### config.mk
export PLATFORM = sky130hd
export DESIGN_NAME = led_pattern_writer_flat
export DESIGN_NICKNAME = d
export VERILOG_FILES = /design/src/rtl/led_pattern_writer_pkg.sv /design/src/rtl/led_pattern_writer_if.sv /design/src/rtl/led_pattern_writer_btn_pulse.sv /design/src/rtl/led_pattern_writer.sv /design/src/flat_wrapper.sv
export SDC_FILE = /design/constraint.sdc
export NUM_CORES = 1
export LEC_CHECK = 0
export CAP_MARGIN = 15
export CORE_ASPECT_RATIO = 0.9
export CORE_MARGIN = 1.5
export CORE_UTILIZATION = 45
export DETAILED_ROUTE_END_ITERATION = 10
export MAX_ROUTING_LAYER = met4
export PLACE_DENSITY_LB_ADDON = 0.05
export SYNTH_ARGS = -nofsm -noshare
export SYNTH_HDL_FRONTEND = slang
export SYNTH_SLANG_ARGS = --single-unit
export TNS_END_PERCENT = 20
### constraint.sdc
create_clock -name msclk -period 5.85 [get_ports msclk]
set_input_delay 1.4625 -clock msclk [delete_from_list [all_inputs] [get_ports msclk]]
set_output_delay 1.4625 -clock msclk [all_outputs]
set_load 0.02 [all_outputs]
### src/rtl/led_pattern_writer_pkg.sv
// Shared encodings and sizes for the LED column pattern writer.
package led_pattern_writer_pkg;

    localparam int PAT_DEPTH = 32;
    localparam int PAT_WIDTH = 10;
    localparam int ADDR_W    = 5;
    localparam int LEN_W     = 6;

    typedef enum logic [1:0] {
        MODE_CLEAR = 2'b00,
        MODE_EDIT  = 2'b01,
        MODE_PLAY  = 2'b10
    } mode_t;

endpackage

### src/rtl/led_pattern_writer_if.sv
// Button/switch inputs and display/status outputs of the pattern writer.
interface led_pattern_writer_if;
    import led_pattern_writer_pkg::*;

    logic                 btn_wr;
    logic                 btn_mode;
    logic                 btn_clr;
    logic [PAT_WIDTH-1:0] sw;
    logic [PAT_WIDTH-1:0] led;
    logic [ADDR_W-1:0]    waddr;
    logic [LEN_W-1:0]     len;
    logic [1:0]           mode;
    logic                 full;

    modport master (
        output btn_wr, btn_mode, btn_clr, sw,
        input  led, waddr, len, mode, full
    );

    modport slave (
        input  btn_wr, btn_mode, btn_clr, sw,
        output led, waddr, len, mode, full
    );

endinterface

### src/rtl/led_pattern_writer_btn_pulse.sv
// Raw button -> 2-FF synchronizer -> debouncer -> one-cycle pulse on accepted press.
module btn_pulse #(
    parameter int DB_CYCLES = 8
) (
    input  logic msclk,
    input  logic reset,
    input  logic btn,
    output logic pulse
);
    localparam int CNT_W = (DB_CYCLES > 1) ? $clog2(DB_CYCLES) : 1;
    localparam logic [CNT_W-1:0] CNT_LOAD = CNT_W'(DB_CYCLES - 1);

    logic [1:0]       sync;
    logic             level;
    logic [CNT_W-1:0] cnt;

    // cnt counts down the remaining disagreeing cycles; any agreement reloads it
    always_ff @(posedge msclk or posedge reset) begin
        if (reset) begin
            sync  <= '0;
            level <= 1'b0;
            cnt   <= CNT_LOAD;
            pulse <= 1'b0;
        end else begin
            sync  <= {sync[0], btn};
            pulse <= 1'b0;
            if (sync[1] == level) begin
                cnt <= CNT_LOAD;
            end else if (cnt == '0) begin
                level <= sync[1];
                cnt   <= CNT_LOAD;
                pulse <= sync[1];
            end else begin
                cnt <= cnt - 1'b1;
            end
        end
    end

endmodule

### src/rtl/led_pattern_writer.sv
// Records switch columns into a 32x10 pattern RAM and plays them back on the LEDs.
//   state      | meaning
//   MODE_CLEAR | sweep zeros into every RAM word, led dark, buttons ignored
//   MODE_EDIT  | led mirrors sw; wr stores sw at waddr
//   MODE_PLAY  | led steps through mem[0..len-1], PLAY_DIV cycles per column
module led_pattern_writer
    import led_pattern_writer_pkg::*;
#(
    parameter int DB_CYCLES = 8,
    parameter int PLAY_DIV  = 4
) (
    input  logic                 msclk,
    input  logic                 reset,
    led_pattern_writer_if.slave  bus
);
    localparam int DIV_W = (PLAY_DIV > 1) ? $clog2(PLAY_DIV) : 1;
    localparam logic [DIV_W-1:0]  DIV_LAST  = DIV_W'(PLAY_DIV - 1);
    localparam logic [ADDR_W-1:0] ADDR_LAST = ADDR_W'(PAT_DEPTH - 1);
    localparam logic [LEN_W-1:0]  LEN_FULL  = LEN_W'(PAT_DEPTH);

    logic wr_p, mode_p, clr_p;

    btn_pulse #(.DB_CYCLES(DB_CYCLES)) u_wr   (.msclk(msclk), .reset(reset), .btn(bus.btn_wr),   .pulse(wr_p));
    btn_pulse #(.DB_CYCLES(DB_CYCLES)) u_mode (.msclk(msclk), .reset(reset), .btn(bus.btn_mode), .pulse(mode_p));
    btn_pulse #(.DB_CYCLES(DB_CYCLES)) u_clr  (.msclk(msclk), .reset(reset), .btn(bus.btn_clr),  .pulse(clr_p));

    logic [PAT_WIDTH-1:0] mem [PAT_DEPTH];

    mode_t                mode_q;
    logic [ADDR_W-1:0]    waddr;
    logic [ADDR_W-1:0]    raddr;
    logic [DIV_W-1:0]     div;
    logic [LEN_W-1:0]     len_q;
    logic [PAT_WIDTH-1:0] led_q;

    logic [LEN_W-1:0]     waddr_inc;
    logic [LEN_W-1:0]     len_post;
    logic                 mem_we;
    logic [PAT_WIDTH-1:0] mem_wd;

    // len after a same-cycle EDIT write, so a simultaneous mode press sees it
    always_comb begin
        waddr_inc = {1'b0, waddr} + 1'b1;
        len_post  = len_q;
        if (wr_p && (waddr_inc > len_q))
            len_post = waddr_inc;
    end

    always_comb begin
        mem_we = 1'b0;
        mem_wd = bus.sw;
        case (mode_q)
            MODE_CLEAR: begin
                mem_we = 1'b1;
                mem_wd = '0;
            end
            MODE_EDIT:  mem_we = wr_p && !clr_p;
            default:    mem_we = 1'b0;
        endcase
    end

    always_ff @(posedge msclk) begin
        if (mem_we)
            mem[waddr] <= mem_wd;
    end

    always_ff @(posedge msclk or posedge reset) begin
        if (reset) begin
            mode_q <= MODE_CLEAR;
            waddr  <= '0;
            raddr  <= '0;
            div    <= '0;
            len_q  <= '0;
            led_q  <= '0;
        end else begin
            case (mode_q)
                MODE_CLEAR: begin
                    led_q <= '0;
                    if (waddr == ADDR_LAST) begin
                        waddr  <= '0;
                        len_q  <= '0;
                        mode_q <= MODE_EDIT;
                    end else begin
                        waddr <= waddr + 1'b1;
                    end
                end
                MODE_EDIT: begin
                    led_q <= bus.sw;
                    if (clr_p) begin
                        mode_q <= MODE_CLEAR;
                        waddr  <= '0;
                    end else begin
                        if (wr_p) begin
                            waddr <= waddr_inc[ADDR_W-1:0];
                            len_q <= len_post;
                        end
                        if (mode_p && (len_post != '0)) begin
                            mode_q <= MODE_PLAY;
                            raddr  <= '0;
                            div    <= '0;
                        end
                    end
                end
                MODE_PLAY: begin
                    led_q <= mem[raddr];
                    if (clr_p) begin
                        mode_q <= MODE_CLEAR;
                        waddr  <= '0;
                    end else if (mode_p) begin
                        mode_q <= MODE_EDIT;
                    end else if (div == DIV_LAST) begin
                        div   <= '0;
                        raddr <= ({1'b0, raddr} == (len_q - 1'b1)) ? '0 : raddr + 1'b1;
                    end else begin
                        div <= div + 1'b1;
                    end
                end
                default: mode_q <= MODE_CLEAR;
            endcase
        end
    end

    assign bus.led   = led_q;
    assign bus.waddr = waddr;
    assign bus.len   = len_q;
    assign bus.mode  = mode_q;
    assign bus.full  = (len_q == LEN_FULL);

endmodule

### src/flat_wrapper.sv
// flat-port wrapper written by rule: the top's interface ports become plain ports
module led_pattern_writer_flat import led_pattern_writer_pkg::*;
#(
    parameter int DB_CYCLES = 8,
    parameter int PLAY_DIV  = 4
)
  (msclk, reset, bus_btn_wr, bus_btn_mode, bus_btn_clr, bus_sw, bus_led, bus_waddr, bus_len, bus_mode, bus_full);
  led_pattern_writer_if bus_i ();
  input  logic msclk;
  input  logic reset;
  input wire logic [$bits(bus_i.btn_wr)-1:0] bus_btn_wr;
  input wire logic [$bits(bus_i.btn_mode)-1:0] bus_btn_mode;
  input wire logic [$bits(bus_i.btn_clr)-1:0] bus_btn_clr;
  input wire logic [$bits(bus_i.sw)-1:0] bus_sw;
  output wire logic [$bits(bus_i.led)-1:0] bus_led;
  output wire logic [$bits(bus_i.waddr)-1:0] bus_waddr;
  output wire logic [$bits(bus_i.len)-1:0] bus_len;
  output wire logic [$bits(bus_i.mode)-1:0] bus_mode;
  output wire logic [$bits(bus_i.full)-1:0] bus_full;
  assign bus_i.btn_wr = bus_btn_wr;
  assign bus_i.btn_mode = bus_btn_mode;
  assign bus_i.btn_clr = bus_btn_clr;
  assign bus_i.sw = bus_sw;
  assign bus_led = bus_i.led;
  assign bus_waddr = bus_i.waddr;
  assign bus_len = bus_i.len;
  assign bus_mode = bus_i.mode;
  assign bus_full = bus_i.full;
  led_pattern_writer #(.DB_CYCLES(DB_CYCLES), .PLAY_DIV(PLAY_DIV)) u_core (.msclk(msclk), .reset(reset), .bus(bus_i));
endmodule
==> out/qor.csv <==
metric,value,unit
CP Cell Sequence,inv_1 -> ha_1 -> nor2b_1 -> and3_1 -> clkdlybuf4s50_1,
crit path kind,reg2out,
Max IR drop VDD,0.000209,V
root buf cell,clkbuf_16,
Max-cap violations,0,
core box area,32900,sq um
post-CTS setup buffer count,0,
YS warnings,0,
die footprint,34600,sq um
Pwr Total,0.00658,W
Initial Utilization,45.8,%
global route total overflow,0,
Antenna Cells,0,
fillers,2596,
fin cells,1300,
DRC,0,
RSZ-0062 raised after global routing,false,
Vias per Instance,5.95,
"Arr. time, crit path",2.32,ns
FMAX,265,MHz
"Largest stage delay, worst path",0.61,ns
total routed wirelength,37000,um
first-pass GRT wire length,53900,um
relative slew slack,14.4,%
Yosys top cell by area,edfxtp_1,
sequential share of power,50.5,%
Seq cells post-synth,371,
Int Pwr,0.00488,W
per-cell routed wire length,28.4,um
"EDFF count, synth",320,
placed cell count,1225,
Critical Path Source,u_core.bus.len[0]$_DFFE_PP0P_,
worst skew pair latency,0.54,ns
Post-DP HPWL,22400,um
Final min period,3.78,ns
share of layout cells above drive strength 1,26.3,%
Startpoint Class,flop,
Switching Share,25.8,%
clk slew on worst S/H paths,0.06,ns
slack of the worst reg-to-reg path,2.61,ns
top cell type's share of synthesized area,63.7,%
R2R Path Start,u_core.bus.waddr[0]$_DFFE_PP0P_,
Cells after Synth,783,
initial DRC count,762,
slowest CP cell,clkdlybuf4s50_1,
antenna violations before repair,0,
post_cts resized,0,
Lkg Pwr,5.73,nW
hold_buf cts,0,
layout overhead on the synthesized area,14.8,%
P_sw,0.00170,W
Final #Nets,891,
worst reg-to-reg path cell count,10,
HP Class,reg2reg,
row count,63,
placed inst area,16100,sq um
average cell area after synthesis,19.3,sq um
Clock Path Buffers,3,
status,"finished, final reports clean",
GRT Resource Usage Total,22.7,%
CTS tree,done,
CP Capture Type,primary output,
Die Ht,177,um
Reg area,10900,sq um
worst endpoint required time,4.39,ns
Hold Path End,u_core.u_clr.sync[1]$_DFF_PP0_,
ys flop type,edfxtp_1,
Hold Crit Start,u_core.u_clr.sync[0]$_DFF_PP0_,
"Slew Viols, Final",0,
worst slew pin tran,1.28,ns
most instantiated cells after synthesis,"edfxtp_1 (320), mux4_2 (100), nor2_1 (47)",
Multi-input gate area,4030,sq um
P per Cell Area,380,nW/um^2
RR Endpoint,u_core.bus.mode[0]$_DFFE_PP0P_,
# H-tree levels,2,
Post-synth ARST share,13.7,%
IO Count,39,
Pre-antenna DRT Iters,5,
top post-synthesis cells by area,"edfxtp_1 (64%), mux4_2 (15%), dfrtp_1 (7.0%)",
Syn Nets,824,
Hold Path Depth,0,
Die Span X,196,um
DRT antenna net count,0,
number of global-route vias before repair,7828,
Final Skew,0.0140,ns
largest net degree at the start of global routing,76,
Clk pwr share,34.9,%
Final Hold Viols,0,
"Seq/Total Area, Yosys",72.2,%
CTS sink cnt,371,
routability cong.,0.917,
CTS buffer count,38,
total number of vias,7741,
mapped cell area,15100,sq um
top-count cell post-synth,edfxtp_1,
final worst setup slack,2.07,ns
Final Cell Area,17300,sq um
Logic pwr share,14.6,%
Crit Path Max Fanout,5,
# port buffers,38,
pre-CTS setup slack,2.43,ns
final setup violation count,0,
Yosys cell types,48,
Final TNS setup,0,ns
Tcrit/Tclk final,64.6,%
==> cells by family (layout without fill, tap and decap cells) <==
family | after synthesis | after routing | share of synthesized area [%]
AOI/OAI and AO/OA | 69 | 69 | 3.15
xor gates and xnor gates | 13 | 13 | 0.755
adders and majority gates | 26 | 26 | 2.16
buffers and inverters | 56 | 151 | 1.62
DFF | 371 | 371 | 72.2
muxes | 110 | 110 | 15.6
and+or+nand+nor | 138 | 138 | 4.45
==> layout make-up <==
| type | count | area share, % |
|---|---|---|
| sequential | 371 | 63.0 |
| multi-input combinational | 356 | 23.3 |
| clock buffer | 53 | 6.12 |
| timing repair buffer | 58 | 3.39 |
| tap | 422 | 3.05 |
| clock inverter | 15 | 0.664 |
| inverter | 25 | 0.542 |
==> power by group through the flow <==
stage                     sequential [W]  clock (W)  combinational (W)
after floorplan                  0.00339          0           0.000529
after global placement           0.00337          0           0.000894
after detailed placement         0.00338          0           0.000927
after CTS                        0.00333    0.00233           0.000927
after global routing             0.00334    0.00243            0.00104
final                            0.00332    0.00229           0.000961
==> how the worst max path moves through the flow <==
| stage | endpoint | cells after the start |
|---|---|---|
| 3_3_place_gp | u_core.mem[8][6]$_DFFE_PP_ | 2 |
| 5_1_grt | bus_full | 5 |
| 6_report | bus_full | 5 |
| 4_1_cts | bus_full | 5 |
| 2_1_floorplan | u_core.bus.mode[0]$_DFFE_PP0P_ | 10 |
| 3_5_place_dp | u_core.mem[11][6]$_DFFE_PP_ | 2 |
==> per-stage QoR <==
stage | hold WS [ns] | util, %
2_1_floorplan | 0.331 | -
3_3_place_gp | 0.333 | 48.7
3_5_place_dp | 0.343 | 48.7
4_1_cts | 0.356 | 52.3
5_1_grt | 0.369 | 52.6
6_report | 0.353 | 52.6
==> flip-flops by register name (all words and copies together), names as in the netlist, 2 cells and up <==
name and count:
u_core.u_clr.sync 2, u_core.u_wr.cnt 3, u_core.u_mode.sync 2, u_core.u_clr.cnt 3, u_core.raddr 5, u_core.mem 320
u_core.div 2, u_core.u_wr.sync 2, u_core.bus.mode 2, u_core.u_mode.cnt 3, u_core.bus.led 10, u_core.bus.len 6
u_core.bus.waddr 5
==> worst max-delay path, delay by kind of cell, from the launching register on <==
family                     cells  cell delay, ns
buffers and inverters          2            0.75
DFF                            1            0.45
and+or+nand+nor                2            0.41
adders and majority gates      1            0.19
==> routing by layer <==
metal | track usage, % | routed length [um] | vias to the layer above
met5 | - | 0 | -
met4 | 5.10 | 571 | 0
met3 | 4.23 | 2660 | 50
met2 | 34.5 | 17200 | 316
met1 | 32.3 | 16500 | 4089
li1 | - | - | 3286
==> layout by cell type, fill, tap and decap left out, drive strengths merged, types with 14 or more instances in the layout <==
cell type	instances
a22oi	18
buf	20
clkbuf	53
clkdlybuf4s50	38
clkinv	14
dfrtp	42
edfxtp	320
ha	26
inv	25
mux4	100
nand2	32
nor2	47
nor2b	16
Power figures use the tool's default switching activity.
==> edit, RTL diff (same flow settings) <==
The package constant `ADDR_W` goes from 5 to 4.
--- a/src/rtl/led_pattern_writer_pkg.sv
+++ b/src/rtl/led_pattern_writer_pkg.sv
@@ -5,3 +5,3 @@
     localparam int PAT_WIDTH = 10;
-    localparam int ADDR_W    = 5;
+    localparam int ADDR_W    = 4;
     localparam int LEN_W     = 6;
Interface: changed (resized bus_waddr); port bits go from 39 to 38. No check against the original RTL was run, so the function may have changed too.
==> edit against the original RTL <==
  * Setup slack improved by 0.25 ns
  * Sequential cell count down 162
  * Area after synthesis shrank 42%
  * Final area shrank 41%
  * Wire length is 48% lower
  * Total power decreased by 34%
  * Global-route usage decreased by 2.1 points
  * Critical path type unchanged
  * Largest cell class unchanged
==> edit: results (changes against the original RTL) <==
stage	metric	value	unit	change
status	outcome	finished clean		
sta	min Tclk post-route	3.52	ns	-0.255 ns
final_layout	Largest register FFs	160		-50%
global_routing	largest net degree at the start of global routing	50		-34%
clock_network	worst skew pair latency	0.50	ns	-0.04 ns
global_routing	GR met1 Demand/Resource	0.289		-0.0342
sta	Worst Skew	0.0121	ns	-0.00187 ns
global_routing	GR Util All Layers	0.206		-0.0212
placement	worst slack, placed	2.69	ns	+0.262 ns
global_routing	met3 Track Usage GR	0.0354		-0.00695
route	via count	4707		-39%
yosys	Synth cell types	46		-4.2%
placement	DP HPWL	11800	um	-47%
setup_path	Critical Path AT	2.06	ns	-0.26 ns
route	Wirelength per Cell	22.9	um	-19%
placement	Final Wtd Congestion	0.809		-12%
placement	DP Cell Count	799		-35%
global_routing	grt met2 use	0.320		-0.0250
route	routed wl met2	9290	um	-46%
yosys	Post-Synthesis Cells	514		-34%
setup_path	largest fanout on the critical path	6		+1
yosys	Synthesized Nets	551		-33%
route	M1 wire length	8500	um	-48%
global_routing	first-pass GRT wire length	29200	um	-46%
clock_network	H-Tree Depth	1		-1
final_layout	layout cells sized above 1	0.215		-0.0478
yosys	synth cell count leaders	160 x edfxtp_1, 50 x mux4_2, 40 x dfrtp_1, 30 x inv_1, 23 x nor2_1		
## edit: cell count changes in the layout (fill, tap and decap cells not counted), sizes merged, moves of 6 or more
cell    delta
nand2     -10
inv        +6
a22oi      -8
edfxtp   -160
nor2      -24
mux4      -50
clkbuf    -24
o21ai     +11
clkinv     -7
## edit: report_power, final
part	total [mW]	internal (mW)	switching, mW
clock	1.48	0.923	0.560
sequential	1.99	1.90	0.0874
combinational	0.864	0.324	0.540
total	4.34	3.15	1.19
## edit: kinds of logic after synthesis
| logic type | share of synthesized area |
|---|---|
| adder cells (fa/ha/maj) | 0.0314 |
| flip-flops | 0.688 |
| buffers and inverters | 0.0220 |
| AO/OA/AOI/OAI | 0.0486 |
| XOR/XNOR | 0.0110 |
| AND/OR/NAND/NOR | 0.0626 |
| multiplexers | 0.136 |
## edit: area by class of cell
cell class / instances / area [sq um]
timing repair buffer: 54 / 498
tap: 250 / 313
sequential: 209 / 6040
fill: 1529 / 8860
inverter: 30 / 113
multi-input combinational: 256 / 2550
clock inverter: 12 / 163
clock buffer: 29 / 618
## edit: worst max-delay path by stage
| stage | start | to | cells after the start |
|---|---|---|---|
| 3_3_place_gp | u_core.bus.waddr[0] | u_core.raddr[2] | 10 |
| 4_1_cts | u_core.bus.len[0] | bus_full | 4 |
| 6_report | u_core.bus.len[0] | bus_full | 4 |
| 5_1_grt | u_core.bus.len[0] | bus_full | 4 |
| 2_1_floorplan | u_core.bus.waddr[0] | u_core.raddr[2] | 11 |
| 3_5_place_dp | bus_sw[6] | u_core.mem[11][6] | 2 |
## edit: worst reg2reg max path: cells and delay by family (launching register included)
kind,cells,cell delay [ns]
AO/OA/AOI/OAI,5,1.42
adder cells (fa/ha/maj),2,0.60
buffers and inverters,1,0.12
flip-flops,1,0.50
AND/OR/NAND/NOR,2,0.43
